### src/rtl/counter_seq_pkg.sv
// Shared types and default sizes for the counter_5b triangle-sweep sequencer.
package counter_seq_pkg;

  localparam int W_DEF            = 5;
  localparam int NS_DEF           = 4;
  localparam int DWELL_CYCLES_DEF = 3;

  typedef enum logic [2:0] {
    IDLE,
    CLEAR,
    UP,
    DOWN,
    DONE,
    DWELL
  } state_t;

endpackage

### src/rtl/counter_seq_dwell_timer.sv
// Loadable down-counter with a zero flag; times the hold at each sweep turning point.
module counter_seq_dwell_timer #(
  parameter int CW = 2
) (
  input  logic          clock,
  input  logic          reset,
  input  logic          load,
  input  logic [CW-1:0] load_value,
  input  logic          hold,
  output logic          zero
);

  logic [CW-1:0] count;

  always_ff @(posedge clock) begin
    if (reset) begin
      count <= '0;
    end else if (load) begin
      count <= load_value;
    end else if (!hold && count != '0) begin
      count <= count - CW'(1);
    end
  end

  assign zero = (count == '0);

endmodule

### src/rtl/counter_5b_sequencer.sv
// Drives a counter through clear / up to hi / down to lo triangle sweeps, repeated N times.
// Define COUNTER_SEQ_DWELL_EN to add a timed hold at each turning point.
module counter_5b_sequencer
  import counter_seq_pkg::*;
#(
  parameter int W            = W_DEF,
  parameter int NS           = NS_DEF,
  parameter int DWELL_CYCLES = DWELL_CYCLES_DEF
) (
  input  logic          clock,
  input  logic          reset,
  input  logic          start,
  input  logic          abort,
  input  logic          pause,
  input  logic [W-1:0]  lo_limit,
  input  logic [W-1:0]  hi_limit,
  input  logic [NS-1:0] sweeps,
  input  logic [W-1:0]  cnt_value,
  output logic          cnt_enable,
  output logic          cnt_up_down,
  output logic          cnt_reset,
  output logic          busy,
  output logic          done,
  output logic          err,
  output logic [NS-1:0] sweeps_left
);

  if (DWELL_CYCLES < 1) begin : g_bad_dwell
    $error("DWELL_CYCLES must be at least 1");
  end

  state_t       state, next_state;
  logic [W-1:0] lo_r, hi_r;
  logic         err_r;
  logic         at_hi, at_lo, last_sweep, start_ok;

  // Overshoot past a limit is treated as reaching it, so the counter never wraps.
  assign at_hi      = (cnt_value >= hi_r);
  assign at_lo      = (cnt_value <= lo_r);
  assign last_sweep = (sweeps_left == NS'(1));
  assign start_ok   = start && !abort;

`ifdef COUNTER_SEQ_DWELL_EN
  localparam int DCW = $clog2(DWELL_CYCLES + 1);
  logic dwell_load, dwell_zero, dwell_up;

  counter_seq_dwell_timer #(.CW(DCW)) u_dwell_timer (
    .clock      (clock),
    .reset      (reset),
    .load       (dwell_load),
    .load_value (DCW'(DWELL_CYCLES - 1)),
    .hold       (pause),
    .zero       (dwell_zero)
  );
`endif

  always_ff @(posedge clock) begin
    if (reset) begin
      state       <= IDLE;
      lo_r        <= '0;
      hi_r        <= '0;
      sweeps_left <= '0;
      err_r       <= 1'b0;
`ifdef COUNTER_SEQ_DWELL_EN
      dwell_up    <= 1'b0;
`endif
    end else begin
      state <= next_state;
      err_r <= 1'b0;
      if (state == IDLE) begin
        if (start_ok) begin
          lo_r <= lo_limit;
          hi_r <= hi_limit;
          if (lo_limit >= hi_limit) begin
            err_r       <= 1'b1;
            sweeps_left <= '0;
          end else begin
            sweeps_left <= sweeps;
          end
        end
      end else if (abort) begin
        sweeps_left <= '0;
      end else if (state == DOWN && !pause && at_lo) begin
        sweeps_left <= sweeps_left - NS'(1);
      end
`ifdef COUNTER_SEQ_DWELL_EN
      if (dwell_load) dwell_up <= (state == DOWN);
`endif
    end
  end

  always_comb begin
    next_state = state;
`ifdef COUNTER_SEQ_DWELL_EN
    dwell_load = 1'b0;
`endif
    if (state != IDLE && abort) begin
      next_state = IDLE;
    end else begin
      case (state)
        IDLE: begin
          if (start_ok && lo_limit < hi_limit)
            next_state = (sweeps == '0) ? DONE : CLEAR;
        end
        CLEAR: next_state = UP;
        UP: begin
          if (!pause && at_hi) begin
`ifdef COUNTER_SEQ_DWELL_EN
            next_state = DWELL;
            dwell_load = 1'b1;
`else
            next_state = DOWN;
`endif
          end
        end
        DOWN: begin
          if (!pause && at_lo) begin
            if (last_sweep) begin
              next_state = DONE;
            end else begin
`ifdef COUNTER_SEQ_DWELL_EN
              next_state = DWELL;
              dwell_load = 1'b1;
`else
              next_state = UP;
`endif
            end
          end
        end
        DONE: next_state = IDLE;
`ifdef COUNTER_SEQ_DWELL_EN
        DWELL: begin
          if (!pause && dwell_zero) next_state = dwell_up ? UP : DOWN;
        end
`endif
        default: next_state = IDLE;
      endcase
    end
  end

  always_comb begin
    cnt_enable  = 1'b0;
    cnt_up_down = 1'b0;
    cnt_reset   = 1'b0;
    busy        = (state == CLEAR) || (state == UP) || (state == DOWN) || (state == DWELL);
    done        = (state == DONE) && !abort;
    err         = err_r;
    if (state != IDLE && abort) begin
      cnt_reset = 1'b1;
    end else begin
      case (state)
        CLEAR: cnt_reset = 1'b1;
        UP: begin
          if (!pause) begin
`ifdef COUNTER_SEQ_DWELL_EN
            cnt_enable  = !at_hi;
            cnt_up_down = 1'b1;
`else
            cnt_enable  = 1'b1;
            cnt_up_down = !at_hi;
`endif
          end
        end
        DOWN: begin
          if (!pause) begin
            if (!at_lo) begin
              cnt_enable = 1'b1;
            end else if (!last_sweep) begin
`ifndef COUNTER_SEQ_DWELL_EN
              cnt_enable  = 1'b1;
              cnt_up_down = 1'b1;
`endif
            end
          end
        end
        default: ;
      endcase
    end
  end

endmodule

### config.mk
export PLATFORM = sky130hd
export DESIGN_NAME = counter_5b_sequencer
export DESIGN_NICKNAME = d
export VERILOG_FILES = /design/src/rtl/counter_seq_pkg.sv /design/src/rtl/counter_seq_dwell_timer.sv /design/src/rtl/counter_5b_sequencer.sv
export SDC_FILE = /design/constraint.sdc
export NUM_CORES = 1
export LEC_CHECK = 0
export CAP_MARGIN = 20
export CORE_ASPECT_RATIO = 0.6
export CORE_UTILIZATION = 48
export DETAILED_ROUTE_END_ITERATION = 6
export PLACE_DENSITY = 0.86
export SLEW_MARGIN = 15
export SYNTH_ARGS = -nofsm -noshare
export SYNTH_HDL_FRONTEND = slang
export SYNTH_SLANG_ARGS = --single-unit
### constraint.sdc
create_clock -name clock -period 2.3 [get_ports clock]
set_clock_uncertainty 0.2 [all_clocks]
set_input_delay 0.23 -clock clock [delete_from_list [all_inputs] [get_ports clock]]
set_output_delay 0.23 -clock clock [all_outputs]
set_load 0.03 [all_outputs]
==> results.sh, run 1 <==
export IMPL_run_status="complete, but fails checks"
export IMPL_violated_checks="setup timing"
export IMPL_ys_types=36
export IMPL_worst_setup_path_type="flop to primary output"
export IMPL_synth_edff_count=0
export IMPL_detailedPlace_worstSlack_ns=-0.267
export IMPL_power_leakage_nw=0.801
export IMPL_setup_violations_final=2
export IMPL_whs_ns=0.260
export IMPL_max_slew_margin_pct=59.4
export IMPL_place_gp_congestion=0.868
export IMPL_globalRouteOverflowTotal=0
export IMPL_ys_ff_latch=18
export IMPL_layout_commonest_cell="sky130_fd_sc_hd__clkdlybuf4s50_1"
export IMPL_clk_insertion_delay_late_ns=0.25
export IMPL_syn_num_nets=212
export IMPL_detail_route_first_pass_iterations=4
export IMPL_final_fill_count=165
export IMPL_io_pin_count=34
export IMPL_required_ns=1.87
export IMPL_design_die_area_um2=2960
export IMPL_n_antenna_cell=0
export IMPL_placedInstanceArea_um2=1750
export IMPL_type_of_origin_of_the_critical_path="flop"
export IMPL_hold_viol=0
export IMPL_finalWirelength_um=3910
export IMPL_antenna_found_initial=0
export IMPL_antenna_violating_nets_post_route=0
export IMPL_clock_tree_from_tritoncts="built"
export IMPL_die_w_um=69.6
export IMPL_worst_endpoint_arrival_ns=1.94
export IMPL_cts_num_sinks=18
export IMPL_vias_per_cell=5.64
export IMPL_initial_core_util_pct=51.4
export IMPL_final_period_minus_worst_setup_slack_ns=2.37
export IMPL_sequential_area_share_after_synthesis_pct=27.4
export IMPL_grt_max_degree=12
export IMPL_grt_setup_unrepaired="true"
export IMPL_yosys_warnings=0
export IMPL_detailroute_via_count=1438
export IMPL_report_final_slew_viol_count=0
export IMPL_nets=265
export IMPL_cts_root_buffer_cell="sky130_fd_sc_hd__clkbuf_8"
export IMPL_synthToLayoutAreaGrowth_pct=53.1
export IMPL_tritoncts_buffer_count=3
export IMPL_clockBufferDepth=2
export IMPL_total_drc_errors_in_the_routed_layout=0
export IMPL_synth_top_flop_cell="sky130_fd_sc_hd__dfxtp_1"
export IMPL_wl_per_cell_um=15.3
export IMPL_grt_pass1_wl_um=6060
export IMPL_tightest_slew_ns=0.605
export IMPL_drt_iter0_markers=80
export IMPL_irDropWorstVdd_uv=386
export IMPL_mappedNetlistArea_um2=1320
export IMPL_cts_hold_repair_buffers=0
export IMPL_final_cell_mix="sky130_fd_sc_hd__clkdlybuf4s50_1, sky130_fd_sc_hd__nand2_1, sky130_fd_sc_hd__buf_4"
export IMPL_worstPathMaxFanout=2
export IMPL_layout_setup_ws_ns=-0.0741
export IMPL_fp_coreArea_um2=2560
export IMPL_h_tree_lvl_count=1
export IMPL_crit_path_end_kind="primary output"
export IMPL_die_height_um=42.5
export IMPL_final_period_utilization_pct=103
export IMPL_synth_async_reset_ratio_pct=0
export IMPL_clk_pin_slew_ns=0.07
export IMPL_first_global_vias=1297
export IMPL_io_port_bufs=33
export IMPL_maxCapViolCount=0
export IMPL_avgSynthCellArea_um2=7.69
export IMPL_synthesized_netlist_cell_count=171
export IMPL_layout_drive_gt1_share_pct=29.1
export IMPL_dpl_hpwl_um=2980
export IMPL_power_density_of_the_placed_cells_nw_per_um2=467
export IMPL_postLayoutCellArea_um2=2010
export IMPL_timing_fmax_mhz=421
export IMPL_hold_path_class="flop to flop"
export IMPL_groute_usage_overall_pct=26.6
export IMPL_core_rowCount=14
per-layer routing:
layer | vias to the layer above | share of wire [%] | track usage [%]
li1 | 704 | - | -
met1 | 666 | 47 | 35.1
met2 | 64 | 46 | 45.0
met3 | 4 | 6.4 | 6.73
met4 | 0 | 0.46 | 3.27
met5 | - | 0 | 0
layout make-up:
class	count	area (um^2)	share of cell area, %
Clock buffer	4	55.1	2.73
Inverter	19	71.3	3.54
Multi-Input combinational cell	127	987	49.0
Sequential cell	18	370	18.4
Tap cell	32	40.0	1.99
Timing Repair Buffer	55	489	24.3
cell families after synthesis:
group,after synthesis,share of synthesized area [%]
compound gates,39,19.1
xor+xnor,2,1.33
fa+ha+maj,17,16.2
buf+inv,26,8.85
flops,18,27.4
mux,1,0.856
simple gates,68,26.3
state kept, by name, summed over array words and instances, names as in the netlist:
name,flops
lo_r,5
hi_r,5
state,3
err,1
sweeps_left,4
worst paths after layout:
kind / depth (start not counted) / end / slack, ns / startpoint
max reg2reg: 9 / sweeps_left[2]$_SDFFE_PP0P_ / 0.11 / lo_r[1]$_SDFFE_PP0P_
max: 9 / cnt_up_down / -0.07 / lo_r[1]$_SDFFE_PP0P_
min: 2 / lo_r[4]$_SDFFE_PP0P_ / 0.26 / lo_r[4]$_SDFFE_PP0P_
min reg2reg: 2 / lo_r[4]$_SDFFE_PP0P_ / 0.26 / lo_r[4]$_SDFFE_PP0P_
synthesized netlist by cell type (all sizes together), types with 2 or more instances:
library cell / count / area [um^2]
o21ai: 3 / 15.0
dfxtp: 18 / 360
a221oi: 4 / 35.0
nor4: 3 / 18.8
nand2b: 5 / 31.3
ha: 17 / 213
nand2: 26 / 97.6
a2111oi: 2 / 17.5
a21oi: 19 / 98.9
buf: 6 / 41.3
nor2: 12 / 52.6
xnor2: 2 / 17.5
nor3: 12 / 71.3
and2: 2 / 15.0
a211oi: 7 / 52.6
inv: 19 / 71.3
power breakdown:
| part | switching, mW | internal [mW] | leakage, nW |
|---|---|---|---|
| registers | 0.0195 | 0.332 | 0.151 |
| clock network | 0.106 | 0.152 | 0.0288 |
| logic | 0.165 | 0.165 | 0.622 |
worst max-delay path, cell delays in order, from the launching register on:
cell and delay [ns]:
sky130_fd_sc_hd__dfxtp_2 0.35, sky130_fd_sc_hd__inv_2 0.05, sky130_fd_sc_hd__ha_4 0.25, sky130_fd_sc_hd__nand2b_1 0.05, sky130_fd_sc_hd__a211o_1 0.30, sky130_fd_sc_hd__buf_6 0.14, sky130_fd_sc_hd__a21oi_4 0.15, sky130_fd_sc_hd__o32a_1 0.16
sky130_fd_sc_hd__nor3_2 0.04, sky130_fd_sc_hd__buf_4 0.18
stage by stage:
| stage | util (%) | total power [mW] | TNS [ns] | instances |
|---|---|---|---|---|
| final | 78.7 | 0.940 | -0.129 | 255 |
| after global routing | 78.7 | 0.991 | -0.235 | 255 |
| after CTS | 72.6 | 0.907 | -0.282 | 249 |
| after detailed placement | 68.4 | 0.637 | -1.55 | 243 |
| after global placement | 68.4 | 0.621 | -0.719 | 243 |
| after floorplan | - | 0.518 | -0.0534 | 171 |
what timing repair did:
item,CTS,global route
endpoints found under the setup margin,3,5
gates resized for setup,14,29
cloned,0,0
pin swaps,7,9
buffers inserted,2,6
Note: power is estimated with default switching activity, not from simulation.
==> inputs of run 2 (changes only) <==
--- a/config.mk
+++ b/config.mk
@@ -8,6 +8,7 @@
 export CAP_MARGIN = 20
 export CORE_ASPECT_RATIO = 0.6
 export CORE_UTILIZATION = 48
+export CTS_CLUSTER_SIZE = 20
 export DETAILED_ROUTE_END_ITERATION = 6
 export PLACE_DENSITY = 0.86
 export SLEW_MARGIN = 15
==> results of run 2 <==
No change in the layout: final DEF, timing and power equal those of run 1.
==> inputs of run 3 (changes only) <==
--- a/config.mk
+++ b/config.mk
@@ -6,11 +6,12 @@
 export NUM_CORES = 1
 export LEC_CHECK = 0
 export CAP_MARGIN = 20
-export CORE_ASPECT_RATIO = 0.6
+export CORE_ASPECT_RATIO = 0.5
 export CORE_UTILIZATION = 48
 export CTS_CLUSTER_SIZE = 20
 export DETAILED_ROUTE_END_ITERATION = 6
 export PLACE_DENSITY = 0.86
+export SETUP_SLACK_MARGIN = 0.2
 export SLEW_MARGIN = 15
 export SYNTH_ARGS = -nofsm -noshare
 export SYNTH_HDL_FRONTEND = slang
==> run 3 against run 2 <==
  * Critical path depth decreased by 1
  * The flow still finishes with violations (setup timing)
  * Wire length increased by 18%
  * Largest power group is now combinational logic
  * Sequential share of layout area increased by 0.17 points
  * Final cell count decreased by 2.4%
  * Clock power decreased by 10%
  * Cell area decreased by 1.9%
  * Maximum frequency decreased by 3.2%
  * Utilization increased by 3.5 points
  * Sequential power about the same
  * Via count increased by 6.1%
  * Worst hold slack improved by 0.0065 ns
  * Count of clock-buffer cells in the layout decreased by 1
==> results.sh, run 3 (same netlist as run 1, synthesis figures left out) <==
export IMPL_run_status="complete, but fails checks"
export IMPL_violated_checks="setup timing"
export IMPL_grt_max_degree=12
export IMPL_final_period_minus_worst_setup_slack_ns=2.45
export IMPL_finalWirelength_um=4610
export IMPL_die_w_um=76.0
export IMPL_clk_insertion_delay_late_ns=0.26
export IMPL_h_tree_lvl_count=1
export IMPL_io_pin_count=34
export IMPL_grt_setup_unrepaired="true"
export IMPL_power_leakage_nw=0.761
export IMPL_io_port_bufs=33
export IMPL_max_slew_margin_pct=66.4
export IMPL_clockPowerShare_pct=24.7
export IMPL_reg_top3="hi_r x5, lo_r x5, sweeps_left x4"
export IMPL_detailroute_via_count=1525
export IMPL_post_cts_setup_buffer_count=0
export IMPL_die_height_um=39.0
export IMPL_total_drc_errors_in_the_routed_layout=0
export IMPL_p_switching_mw=0.322
export IMPL_antenna_found_initial=0
export IMPL_dpl_hpwl_um=2620
export IMPL_layout_drive_gt1_share_pct=26.6
export IMPL_setup_violations_final=2
export IMPL_clockBufferDepth=2
export IMPL_place_gp_congestion=0.818
export IMPL_drt_iter0_markers=51
export IMPL_cts_num_sinks=18
export IMPL_irDropWorstVdd_uv=346
export IMPL_type_of_origin_of_the_critical_path="flop"
export IMPL_worst_endpoint_arrival_ns=2.02
export IMPL_report_final_slew_viol_count=0
export IMPL_hold_viol=0
export IMPL_comb_power_share_pct=37.8
export IMPL_total_power_mw=0.933
export IMPL_n_antenna_cell=0
export IMPL_clk_pin_slew_ns=0.07
export IMPL_first_global_vias=1387
export IMPL_tns_ns=-0.255
export IMPL_layout_commonest_cell="sky130_fd_sc_hd__nand2_1"
export IMPL_hold_path_class="flop to flop"
export IMPL_synthToLayoutAreaGrowth_pct=50.1
export IMPL_design_die_area_um2=2970
export IMPL_worstPathMaxFanout=3
export IMPL_globalRouteOverflowTotal=0
export IMPL_crit_path_end_kind="primary output"
export IMPL_internal_power_mw=0.612
export IMPL_tightest_slew_ns=0.500
export IMPL_antenna_violating_nets_post_route=0
export IMPL_vias_per_cell=6.12
export IMPL_final_period_utilization_pct=107
export IMPL_cts_root_buffer_cell="sky130_fd_sc_hd__clkbuf_8"
export IMPL_power_frac_seq_pct=37.5
export IMPL_worst_setup_path_type="flop to primary output"
export IMPL_groute_usage_overall_pct=27.0
export IMPL_timing_fmax_mhz=408
export IMPL_tritoncts_buffer_count=3
export IMPL_detail_route_first_pass_iterations=5
export IMPL_clock_tree_from_tritoncts="built"
export IMPL_final_cell_mix="sky130_fd_sc_hd__nand2_1, sky130_fd_sc_hd__clkdlybuf4s50_1, sky130_fd_sc_hd__a21oi_1, sky130_fd_sc_hd__buf_4, sky130_fd_sc_hd__inv_1"
export IMPL_grt_pass1_wl_um=5980
export IMPL_switching_share_pct=34.4
export IMPL_initial_core_util_pct=54.7
export IMPL_core_rowCount=12
export IMPL_power_density_of_the_placed_cells_nw_per_um2=473
export IMPL_nets=257
export IMPL_wl_per_cell_um=18.5
export IMPL_layout_setup_ws_ns=-0.152
export IMPL_cts_hold_repair_buffers=0
export IMPL_maxCapViolCount=0
export IMPL_required_ns=1.87
export IMPL_fp_coreArea_um2=2400
[run 3: changes by cell type in the layout (fill, tap and decap cells not counted), sizes merged]
cell | previous run | this run
dlygate4sd2 | 5 | 6
clkdlybuf4s50 | 25 | 23
buf | 25 | 18
clkbuf | 4 | 3
[run 3: worst paths after layout]
kind | startpoint | slack, ns | depth (start not counted) | to
max | lo_r[1]$_SDFFE_PP0P_ | -0.15 | 8 | cnt_enable
min | hi_r[4]$_SDFFE_PP0P_ | 0.27 | 2 | hi_r[4]$_SDFFE_PP0P_
max reg2reg | lo_r[1]$_SDFFE_PP0P_ | 0.12 | 8 | sweeps_left[3]$_SDFFE_PP0P_
min reg2reg | hi_r[4]$_SDFFE_PP0P_ | 0.27 | 2 | hi_r[4]$_SDFFE_PP0P_
[run 3: cell type report]
class,instances,area (um^2)
repair buffers,47,422
fillers,152,428
clock buffers,3,41.3
inverters,19,71.3
flip-flops and latches,18,367
multi-input cells,127,1030
well taps,35,43.8
[run 3: metrics by stage]
stage,utilization [%],area (um^2),hold WS [ns],setup WS [ns],instances
final,82.2,1970,0.266,-0.152,249
after global routing,82.2,1970,0.295,-0.225,249
after CTS,79.1,1900,0.258,-0.208,249
after detailed placement,73.6,1770,0.249,-0.274,246
after global placement,73.6,1770,0.245,-0.210,246
after floorplan,-,1350,0.166,0.153,171
[run 3: power groups by stage]
stage	clock network, mW	registers (mW)	logic, mW
2_1_floorplan	0	0.364	0.156
3_3_place_gp	0	0.353	0.270
3_5_place_dp	0	0.354	0.282
4_1_cts	0.223	0.348	0.301
5_1_grt	0.240	0.351	0.373
6_report	0.231	0.350	0.353
[run 3: critical path: stages (launching register included)]
cell	delay [ns]
sky130_fd_sc_hd__dfxtp_2	0.35
sky130_fd_sc_hd__inv_2	0.05
sky130_fd_sc_hd__ha_4	0.27
sky130_fd_sc_hd__nand2b_1	0.06
sky130_fd_sc_hd__a211o_1	0.35
sky130_fd_sc_hd__nand2_1	0.10
sky130_fd_sc_hd__o21ai_2	0.07
sky130_fd_sc_hd__a2111oi_4	0.29
sky130_fd_sc_hd__buf_4	0.21
[run 3: routing by layer]
| metal | vias to the layer above | part of all wire [%] | GRT usage (%) |
|---|---|---|---|
| met1 | 715 | 38 | 27.1 |
| met5 | - | 0 | 0 |
| met3 | 29 | 8.1 | 6.59 |
| li1 | 681 | - | - |
| met2 | 100 | 50 | 55.2 |
| met4 | 0 | 4.3 | 15.4 |
[run 3: what timing repair did]
| item | in CTS | in global routing |
|---|---|---|
| setup endpoints to repair | 8 | 7 |
| resized for setup | 25 | 16 |
| pin swaps | 15 | 13 |
